$ cat config.mk
export PLATFORM = sky130hd
export DESIGN_NAME = uart_tx_framer
export DESIGN_NICKNAME = d
export VERILOG_FILES = /design/src/rtl/uart_tx_framer.sv
export SDC_FILE = /design/constraint.sdc
export NUM_CORES = 1
export LEC_CHECK = 0
export ABC_AREA = 1
export ABC_CLOCK_PERIOD_IN_PS = 1800
export CAP_MARGIN = 20
export CORE_ASPECT_RATIO = 1.4
export CORE_UTILIZATION = 45
export CTS_CLUSTER_SIZE = 10
export DETAILED_ROUTE_END_ITERATION = 10
export PLACE_DENSITY = 0.7
export SLEW_MARGIN = 20
export SYNTH_ARGS = -nofsm -noshare
export SYNTH_HDL_FRONTEND = slang
export SYNTH_SLANG_ARGS = --single-unit
$ cat constraint.sdc
create_clock -name clk -period 1.8 [get_ports clk]
set_clock_uncertainty 0.2 [all_clocks]
set_input_delay 0.27 -clock clk [delete_from_list [all_inputs] [get_ports clk]]
set_output_delay 0.27 -clock clk [all_outputs]
set_load 0.03 [all_outputs]
$ cat src/rtl/uart_tx_framer.sv
// rtl/uart_tx_framer.sv - UART transmit framer: start bit, LSB-first payload, optional even parity, stop bits
//
// Purpose: serialises one DATA_BITS-wide payload per frame onto tx. Bit timing comes
// from an external baud pulse generator: baud_en starts it, and baud_pulse marks each
// bit-period boundary.
//
// Optional feature: define UART_TX_PARITY_EN to insert an even-parity bit after the payload.
//
// Ports:
//   clk        in   clock, rising edge
//   rst        in   asynchronous active-high reset
//   tx_data    in   payload, captured on acceptance (tx_valid && tx_ready)
//   tx_valid   in   upstream offers tx_data
//   tx_ready   out  high only while idle; a byte may be accepted
//   baud_en    out  enable for the baud pulse generator, high while a frame is in progress
//   baud_pulse in   one-cycle bit-period tick
//   tx         out  serial line, idle high
//   busy       out  a frame is in progress
module uart_tx_framer #(
    parameter int DATA_BITS = 8,
    parameter int STOP_BITS = 1
) (
    input  logic                 clk,
    input  logic                 rst,
    input  logic [DATA_BITS-1:0] tx_data,
    input  logic                 tx_valid,
    output logic                 tx_ready,
    output logic                 baud_en,
    input  logic                 baud_pulse,
    output logic                 tx,
    output logic                 busy
);

    localparam int CNT_W = (DATA_BITS > 1) ? $clog2(DATA_BITS) : 1;
    localparam logic [CNT_W-1:0] LAST_BIT = CNT_W'(DATA_BITS - 1);
    localparam logic STOP_LAST = 1'(STOP_BITS - 1);

    typedef enum logic [2:0] {
        S_IDLE,
        S_START,
        S_DATA,
`ifdef UART_TX_PARITY_EN
        S_PARITY,
`endif
        S_STOP
    } state_t;

    state_t               state_q, state_d;
    logic [DATA_BITS-1:0] shreg_q, shreg_d;
    logic [CNT_W-1:0]     bit_cnt_q, bit_cnt_d;
    logic                 stop_cnt_q, stop_cnt_d;
    logic                 tx_q, tx_d;
    logic                 tx_ready_q, tx_ready_d;
    logic                 baud_en_q, baud_en_d;
    logic                 busy_q, busy_d;
`ifdef UART_TX_PARITY_EN
    logic                 parity_q, parity_d;
`endif

    always_comb begin
        state_d    = state_q;
        shreg_d    = shreg_q;
        bit_cnt_d  = bit_cnt_q;
        stop_cnt_d = stop_cnt_q;
`ifdef UART_TX_PARITY_EN
        parity_d   = parity_q;
`endif
        case (state_q)
            S_IDLE: begin
                // baud_pulse is deliberately ignored here; only the handshake matters.
                if (tx_valid && tx_ready_q) begin
                    shreg_d    = tx_data;
                    bit_cnt_d  = '0;
                    stop_cnt_d = 1'b0;
`ifdef UART_TX_PARITY_EN
                    parity_d   = ^tx_data;
`endif
                    state_d    = S_START;
                end
            end
            S_START: begin
                if (baud_pulse) state_d = S_DATA;
            end
            S_DATA: begin
                if (baud_pulse) begin
                    shreg_d = shreg_q >> 1;
                    if (bit_cnt_q == LAST_BIT) begin
                        bit_cnt_d = '0;
`ifdef UART_TX_PARITY_EN
                        state_d   = S_PARITY;
`else
                        state_d   = S_STOP;
`endif
                    end else begin
                        bit_cnt_d = bit_cnt_q + 1'b1;
                    end
                end
            end
`ifdef UART_TX_PARITY_EN
            S_PARITY: begin
                if (baud_pulse) state_d = S_STOP;
            end
`endif
            S_STOP: begin
                if (baud_pulse) begin
                    if (stop_cnt_q == STOP_LAST) begin
                        stop_cnt_d = 1'b0;
                        state_d    = S_IDLE;
                    end else begin
                        stop_cnt_d = 1'b1;
                    end
                end
            end
            default: state_d = S_IDLE;
        endcase

        // Outputs are decoded from the next state so the registered line changes on the
        // same edge as the state: one cycle from acceptance to the start-bit edge.
        case (state_d)
            S_START:  tx_d = 1'b0;
            S_DATA:   tx_d = shreg_d[0];
`ifdef UART_TX_PARITY_EN
            S_PARITY: tx_d = parity_d;
`endif
            default:  tx_d = 1'b1;
        endcase
        tx_ready_d = (state_d == S_IDLE);
        busy_d     = (state_d != S_IDLE);
        // Leaving STOP always passes through one IDLE cycle with baud_en low, which
        // restarts the generator's phase for the next frame.
        baud_en_d  = (state_d != S_IDLE);
    end

    always_ff @(posedge clk or posedge rst) begin
        if (rst) begin
            state_q    <= S_IDLE;
            shreg_q    <= '0;
            bit_cnt_q  <= '0;
            stop_cnt_q <= 1'b0;
            tx_q       <= 1'b1;
            tx_ready_q <= 1'b0;
            baud_en_q  <= 1'b0;
            busy_q     <= 1'b0;
`ifdef UART_TX_PARITY_EN
            parity_q   <= 1'b0;
`endif
        end else begin
            state_q    <= state_d;
            shreg_q    <= shreg_d;
            bit_cnt_q  <= bit_cnt_d;
            stop_cnt_q <= stop_cnt_d;
            tx_q       <= tx_d;
            tx_ready_q <= tx_ready_d;
            baud_en_q  <= baud_en_d;
            busy_q     <= busy_d;
`ifdef UART_TX_PARITY_EN
            parity_q   <= parity_d;
`endif
        end
    end

    assign tx       = tx_q;
    assign tx_ready = tx_ready_q;
    assign baud_en  = baud_en_q;
    assign busy     = busy_q;

endmodule

After elaboration in Yosys (flattened, before gate mapping)
Index checks and enable logic that the tools add are counted.
{"block": "word_totals", "in_bits": 12, "reg_bits": 18, "word_cells": 45}
{"block": "op_classes", "add_sub_neg": 1, "reduce_logical": 8, "n_eq_ne": 9, "n_mux": 19}
{"cell": "3-bit two-way mux", "n": 9}
{"cell": "8-bit two-way mux", "n": 2}
{"cell": "8-bit one-hot mux with 2 select lines", "n": 1}
{"cell": "3-bit one-hot mux with 4 select lines", "n": 1}
{"cell": "3-bit by 2-bit equality test with 1-bit output, second input constant", "n": 3}
{"cell": "3-bit by 1-bit equality test with 1-bit output, second input constant", "n": 2}
{"cell": "3-bit logical NOT", "n": 2}
{"cell": "2-bit != test, second input constant", "n": 3}
{"cell": "3-bit one-hot mux with 2 select lines", "n": 1}
{"cell": "3-bit AND reduction", "n": 2}
{"cell": "1-bit one-hot mux with 2 select lines", "n": 2}
{"cell": "2-bit nonzero test", "n": 2}
{"cell": "3-bit by 1-bit adder with 3-bit output, second input constant", "n": 1}
{"cell": "3-bit equality test, second input constant", "n": 1}
{"cell": "1-bit two-way mux", "n": 3}
{"cell": "3-bit nonzero test", "n": 1}
{"cell": "1-bit logical AND", "n": 1}

Depth between registers and ports, before layout
Gate-level depths: netlist of run 1.
{"block": "logic_depth", "ltp_word": 6, "mapped_depth": 10, "depth_no_buf": 10}

Worst setup path after synthesis of run 1
Ideal clock, no wire load.
{"block": "synth_timing", "path_kind": "register -> register", "start": "register bit_cnt_q[0]", "end": "register busy_q (netlist: busy)", "path_slack_ps": 259, "path_stages_with_launch": 11, "period_less_slack_ps": 1541, "path_buffers": 0, "setup_time_ps": 113, "arrival_ps": 1228, "path_cell_list": "dfrtp_1 ha_1 ha_1 nand2_1 inv_1 nand3_1 nand2_2 nor2_4 inv_2 nor2_4 inv_2"}
{"block": "synth_between", "elab_chain_len": 5}
{"item": "start: declaration", "line_no": "50", "source": "logic [CNT_W-1:0] bit_cnt_q, bit_cnt_d;"}
{"item": "start signal: assignment", "line_no": "150", "source": "bit_cnt_q <= bit_cnt_d;"}
{"item": "3-bit equality test", "line_no": "87", "source": "if (bit_cnt_q == LAST_BIT) begin"}
{"item": "3-bit two-way mux", "line_no": "87"}
{"item": "3-bit two-way mux", "line_no": "85", "source": "if (baud_pulse) begin"}
{"item": "3-bit one-hot mux with 4 select lines", "line_no": "68", "source": "case (state_q)"}
{"item": "named net state_d[0]", "line_no": "48", "source": "state_t state_q, state_d;"}
{"item": "3-bit nonzero test"}
{"item": "named net baud_en_d", "line_no": "54", "source": "logic baud_en_q, baud_en_d;"}
{"item": "end signal: assignment", "line_no": "155", "source": "busy_q <= busy_d;"}
{"item": "end: declaration", "line_no": "55", "source": "logic busy_q, busy_d;"}
The timed path passes the listed nets, and every way through them passes these cells.
A chain may end at the register's enable or synchronous reset.

Worst setup path after layout of run 1
Same ends and word-level chain as after synthesis.

==> qor.yml, run 1 <==
place_congestion: 0.707
switching_power_mw: 0.324
clk_latency_ns: 0.29
timing.hold.ws_ns: 0.0838
rsz0062_at_grt: "false"
firstDrtPassIters: 4
critPathMaxStageDelay_ns: 0.41
cpMaxStageDelayCell: "dfrtp_1"
comb_power_share_pct: 26.0
ios: 16
holdCritPathClass: "input port to asynchronous set/reset pin"
internal-power_mw: 0.662
coreArea_um2: 1780
grt_pass1_wl_mm: 2.80
holdBufCountCts: 0
worst-endpoint-required_ns: 1.79
wl_per_cell_um: 10.6
drive_gt1_share_pct: 17.6
cts-htree-levels: 1
synth_top_cell_by_area: "dfrtp_1"
worst_ep_arrival_time_ns: 1.66
yosys.area.top_type_share_pct: 46.4
syn_nets: 120
switching_share_pct: 32.8
post_cts_buffers: 0
fin_util_pct: 59.9
cp-startpoint: "bit_cnt_q[0]$_DFFE_PP0P_"
ys_types: 19
cts.repair.resized: 2
power.density_nw_per_um2: 925
fp.dieH_um: 53.8
syn_to_final_growth_pct: 23.7
r2r_cells: 10
cp-end-kind: "register"
cts_tree: "done"
cts_root_buffer: "clkbuf_4"
first_global_vias: 701
numCtsBuffers: 3
pwr-share-clk_pct: 20.3
crit_type: "register to register"
portBuffers: 15
setup_tns_ns: 0
grt_overflow: 0
place_area_um2: 1040
post-route-cell-area_um2: 1070
dp_hpwl_mm: 1.22
vdd_ir_drop_max_v: 0.000664
yosysWarnings: 0
diodes: 0
fin_crit_sh_pct: 92.6
drt-initial-drc-count: 10
fmax_mhz: 600
drt_drc_violations_left: 0
p_leak_nw: 0.584
viasPerCell: 4.97
synth_seq_cells: 17
finalHoldViolations: 0
reg2reg_slack_ns: 0.13
start_util_pct: 48.5
critPathCapture: "busy$_DFF_PP0_"
setup_viol: 0
worstPathCellList: "ha_1, ha_1, nand2_1, inv_1, nand3_1, nand2_2, nor2_4, inv_2, nor2_4, inv_2"
core.rowCount: 18
fillers: 171
grt_use_total_pct: 19.7
cts_sinks: 17
die_w_um: 39.0
seqPwrFrac_pct: 53.7
synth_seq_area_share_pct: 49.5
maxCapViolations: 0
maxSlewViolCount: 0
reg2reg_from: "bit_cnt_q[0]$_DFFE_PP0P_"
fin_crit_ns: 1.67
reg2reg_to: "busy$_DFF_PP0_"
synthCells: 106
critPathMaxFanout: 3
avgSynthCellArea_um2: 8.13
nNetsFinal: 140
status: "finished, final reports clean"
wl_mm: 1.53
synthesis.area_um2: 862
startpoint_type: "register"
vias: 720
ctsLongestPathBuffers: 2
grt_max_degree: 18
dieArea_um2: 2100
synth.area.top_cells: "dfrtp_1, nand2_1, nand3_1"
clk_pin_slew_ns: 0.09
antenna_found_initial: 0
final_antenna_net_count: 0
## cells in the mapped netlist (all sizes together)
| cell type | n |
|---|---|
| o21bai | 1 |
| dfrtp | 16 |
| nor2 | 7 |
| o31ai | 1 |
| nand3 | 14 |
| dfstp | 1 |
| nor3 | 1 |
| nand2 | 48 |
| conb | 1 |
| buf | 1 |
| inv | 12 |
| nand4 | 1 |
| ha | 2 |
## how the worst min path moves through the flow
| stage | from | to | cells after the start |
|---|---|---|---|
| 3_5_place_dp | shreg_q[7]$_DFFE_PP0P_ | shreg_q[7]$_DFFE_PP0P_ | 2 |
| 4_1_cts | rst | shreg_q[6]$_DFFE_PP0P_ | 3 |
| 6_report | rst | tx_ready$_DFF_PP0_ | 3 |
| 3_3_place_gp | bit_cnt_q[1]$_DFFE_PP0P_ | bit_cnt_q[1]$_DFFE_PP0P_ | 2 |
| 2_1_floorplan | rst | bit_cnt_q[0]$_DFFE_PP0P_ | 1 |
| 5_1_grt | rst | tx_ready$_DFF_PP0_ | 3 |
## cell type report
cell class	count	area, µm²	area share, %
timing repair buffer	16	160	15.0
inverter	12	47.5	4.46
tap	20	25.0	2.35
sequential	17	427	40.0
multi-input combinational	76	380	35.7
clock buffer	4	26.3	2.46
## per-layer routing
metal	wire (µm)	global-route usage (%)
met2	815	35.3
met3	27	1.24
met1	655	21.1
met4	34	13.8
met5	0	0
## metrics by stage
step,total power [mW],instances,worst slack [ns]
global route,1.06,145,0.0118
global placement,0.797,141,0.0603
CTS,0.998,145,0.0128
floorplan,0.706,106,0.259
finish,0.986,145,0.134
detailed placement,0.804,141,0.0444
## flip-flops by register name, summed over array words and instances, names as in the netlist
signal	flops
shreg_q	8
state_q	3
bit_cnt_q	3
tx_ready	1
tx	1
busy	1
## layout by cell type, fill, tap and decap left out, drive strengths merged
cell and count:
dlymetal6s2s 2, buf 1, dfstp 1, o31ai 1, clkbuf 4, nand3 14, conb 1, dfrtp 16
ha 2, clkdlybuf4s50 11, nand2 48, nor3 1, o21bai 1, nand4 1, nor2 7, dlygate4sd2 2
inv 12
## worst max-delay path: cells and delay by family, from the launching register on
kind / cells / cell delay [ns]
adders and majority gates: 2 / 0.40
buffers and inverters: 3 / 0.14
DFF: 1 / 0.41
and+or+nand+nor: 5 / 0.43
## cells by family (layout without fill, tap and decap cells)
kind of cell | after synthesis | after routing | synth area share (%)
fa+ha+maj | 2 | 2 | 2.90
buf+inv | 13 | 32 | 6.39
compound gates | 2 | 2 | 1.74
simple gates | 71 | 71 | 39.0
other cells | 1 | 1 | 0.435
flops | 17 | 17 | 49.5
## power by group through the flow
stage / Combinational, mW / Sequential [mW] / Clock (mW)
after floorplan: 0.158 / 0.548 / 0
after global placement: 0.261 / 0.536 / 0
after detailed placement: 0.266 / 0.538 / 0
after CTS: 0.263 / 0.530 / 0.205
after global routing: 0.291 / 0.542 / 0.223
final: 0.256 / 0.529 / 0.201
No activity file was read; power rests on OpenSTA's default activity.
==> inputs of run 2 (changes only) <==
--- a/config.mk
+++ b/config.mk
@@ -10,6 +10,7 @@
 export CAP_MARGIN = 20
 export CORE_ASPECT_RATIO = 1.4
 export CORE_UTILIZATION = 45
+export CTS_BUF_LIST = sky130_fd_sc_hd__clkbuf_8
 export CTS_CLUSTER_SIZE = 10
 export DETAILED_ROUTE_END_ITERATION = 10
 export PLACE_DENSITY = 0.7
==> qor.yml, run 2 (synthesized netlist as in run 1, its figures left out) <==
status: "finished, final reports clean"
firstDrtPassIters: 4
clk_pin_slew_ns: 0.06
cpMaxStageDelayCell: "clkdlybuf4s50_1"
startpoint_type: "register"
post_cts_buffers: 0
maxSlewViolCount: 0
holdCritPathClass: "input port to asynchronous set/reset pin"
finalHoldViolations: 0
die_w_um: 39.0
clk_latency_ns: 0.24
dr_wl_met2_um: 818
top_regs: "shreg_q (8), bit_cnt_q (3), state_q (3)"
critPathMaxStageDelay_ns: 0.67
antenna_found_initial: 0
critical_path_buf_inv_count: 1
cts-htree-levels: 1
final_cell_count_no_fill: 145
ios: 16
numCtsBuffers: 3
nNetsFinal: 140
power.density_nw_per_um2: 978
coreArea_um2: 1780
reg2reg_from: "bit_cnt_q[0]$_DFFE_PP0P_"
setup_viol: 0
drt_drc_violations_left: 0
vdd_ir_drop_max_v: 0.000542
cts_root_buffer: "clkbuf_8"
setup_tns_ns: 0
cp-startpoint: "busy$_DFF_PP0_"
critPathMaxFanout: 2
worst-endpoint-required_ns: 1.33
viasPerCell: 4.95
place_area_um2: 1040
worstPathCellList: "clkdlybuf4s50_1"
post-route-cell-area_um2: 1080
layout_commonest_cell: "nand2_1"
wl_met3_um: 26
dieArea_um2: 2100
dp_hpwl_mm: 1.22
wl_per_cell_um: 10.6
syn_to_final_growth_pct: 25.7
p_leak_nw: 0.572
ctsLongestPathBuffers: 2
fmax_mhz: 581
vias: 718
layout_setup_ws_ns: 0.0794
worst_ep_arrival_time_ns: 1.25
largest_register: "shreg_q"
grt_overflow: 0
cp-end-kind: "output port"
drive_gt1_share_pct: 17.6
fin_crit_ns: 1.72
dp_cells: 141
dr.max_layer_used: "met4"
crit_type: "register to output port"
grt_pass1_wl_mm: 2.80
diodes: 0
first_global_vias: 706
reg2reg_to: "busy$_DFF_PP0_"
start_util_pct: 48.5
layout_common_cells: "nand2_1, dfrtp_1, nand3_1, clkdlybuf4s50_1, inv_1"
fp.dieH_um: 53.8
fin_crit_sh_pct: 95.6
drt-initial-drc-count: 10
portBuffers: 15
final_antenna_net_count: 0
cts_tree: "done"
wl_met1_um: 660
place_ws_ns: 0.0444
wl_mm: 1.53
maxCapViolations: 0
grt_use_total_pct: 19.4
reg2reg_slack_ns: 0.13
grt_max_degree: 18
rsz0062_at_grt: "false"
largest_register_ffs: 8
r2r_cells: 10
cts_sinks: 17
cp_top_family: "buffers and inverters"
place_congestion: 0.707
core.rowCount: 18
==> run 2: what timing repair did <==
action | in CTS | in global routing
resized for setup | 1 | 1
hold buffers | 0 | 0
endpoints found under the setup margin | 1 | 1
cloned | 0 | 0
==> run 2: through the flow <==
stage | hold WS, ns | utilization (%) | power [mW]
after floorplan | -0.00466 | - | 0.706
after global placement | 0.265 | 58.3 | 0.797
after detailed placement | 0.272 | 58.3 | 0.804
after CTS | 0.144 | 60.8 | 1.07
after global routing | 0.191 | 60.9 | 1.13
final | 0.135 | 60.9 | 1.06
==> run 2: routing by layer <==
metal  vias up  GRT usage (%)
met5         -              0
met2        10           35.8
met4         0           10.3
met3         4           2.48
li1        367              -
met1       337           20.5
==> run 2: final cells by class <==
type	count	area [µm²]
Clock inverter	1	3.75
Sequential cell	17	427
Multi-Input combinational cell	76	380
Timing Repair Buffer	16	159
Fill cell	173	696
Clock buffer	3	41.3
Inverter	12	47.5
Tap cell	20	25.0
==> run 2: how the worst max path moves through the flow <==
stage                           to  slack, ns  cells after the start
finish                        busy       0.08                      1
detailed placement  busy$_DFF_PP0_       0.04                      8
global placement    busy$_DFF_PP0_       0.06                      8
CTS                       tx_ready       0.03                      1
global route        busy$_DFF_PP0_       0.01                     10
floorplan           busy$_DFF_PP0_       0.26                     10
==> run 2: where the power goes <==
group	internal (mW)	switching, mW	total, mW
Combinational	0.109	0.152	0.261
Clock	0.151	0.116	0.267
Sequential	0.472	0.0599	0.532
==> inputs of run 3 (changes only) <==
--- a/config.mk
+++ b/config.mk
@@ -6,7 +6,6 @@
 export NUM_CORES = 1
 export LEC_CHECK = 0
 export ABC_AREA = 1
-export ABC_CLOCK_PERIOD_IN_PS = 1800
 export CAP_MARGIN = 20
 export CORE_ASPECT_RATIO = 1.4
 export CORE_UTILIZATION = 45
==> results of run 3 <==
Final layout, timing and power as in run 2 (identical DEF).
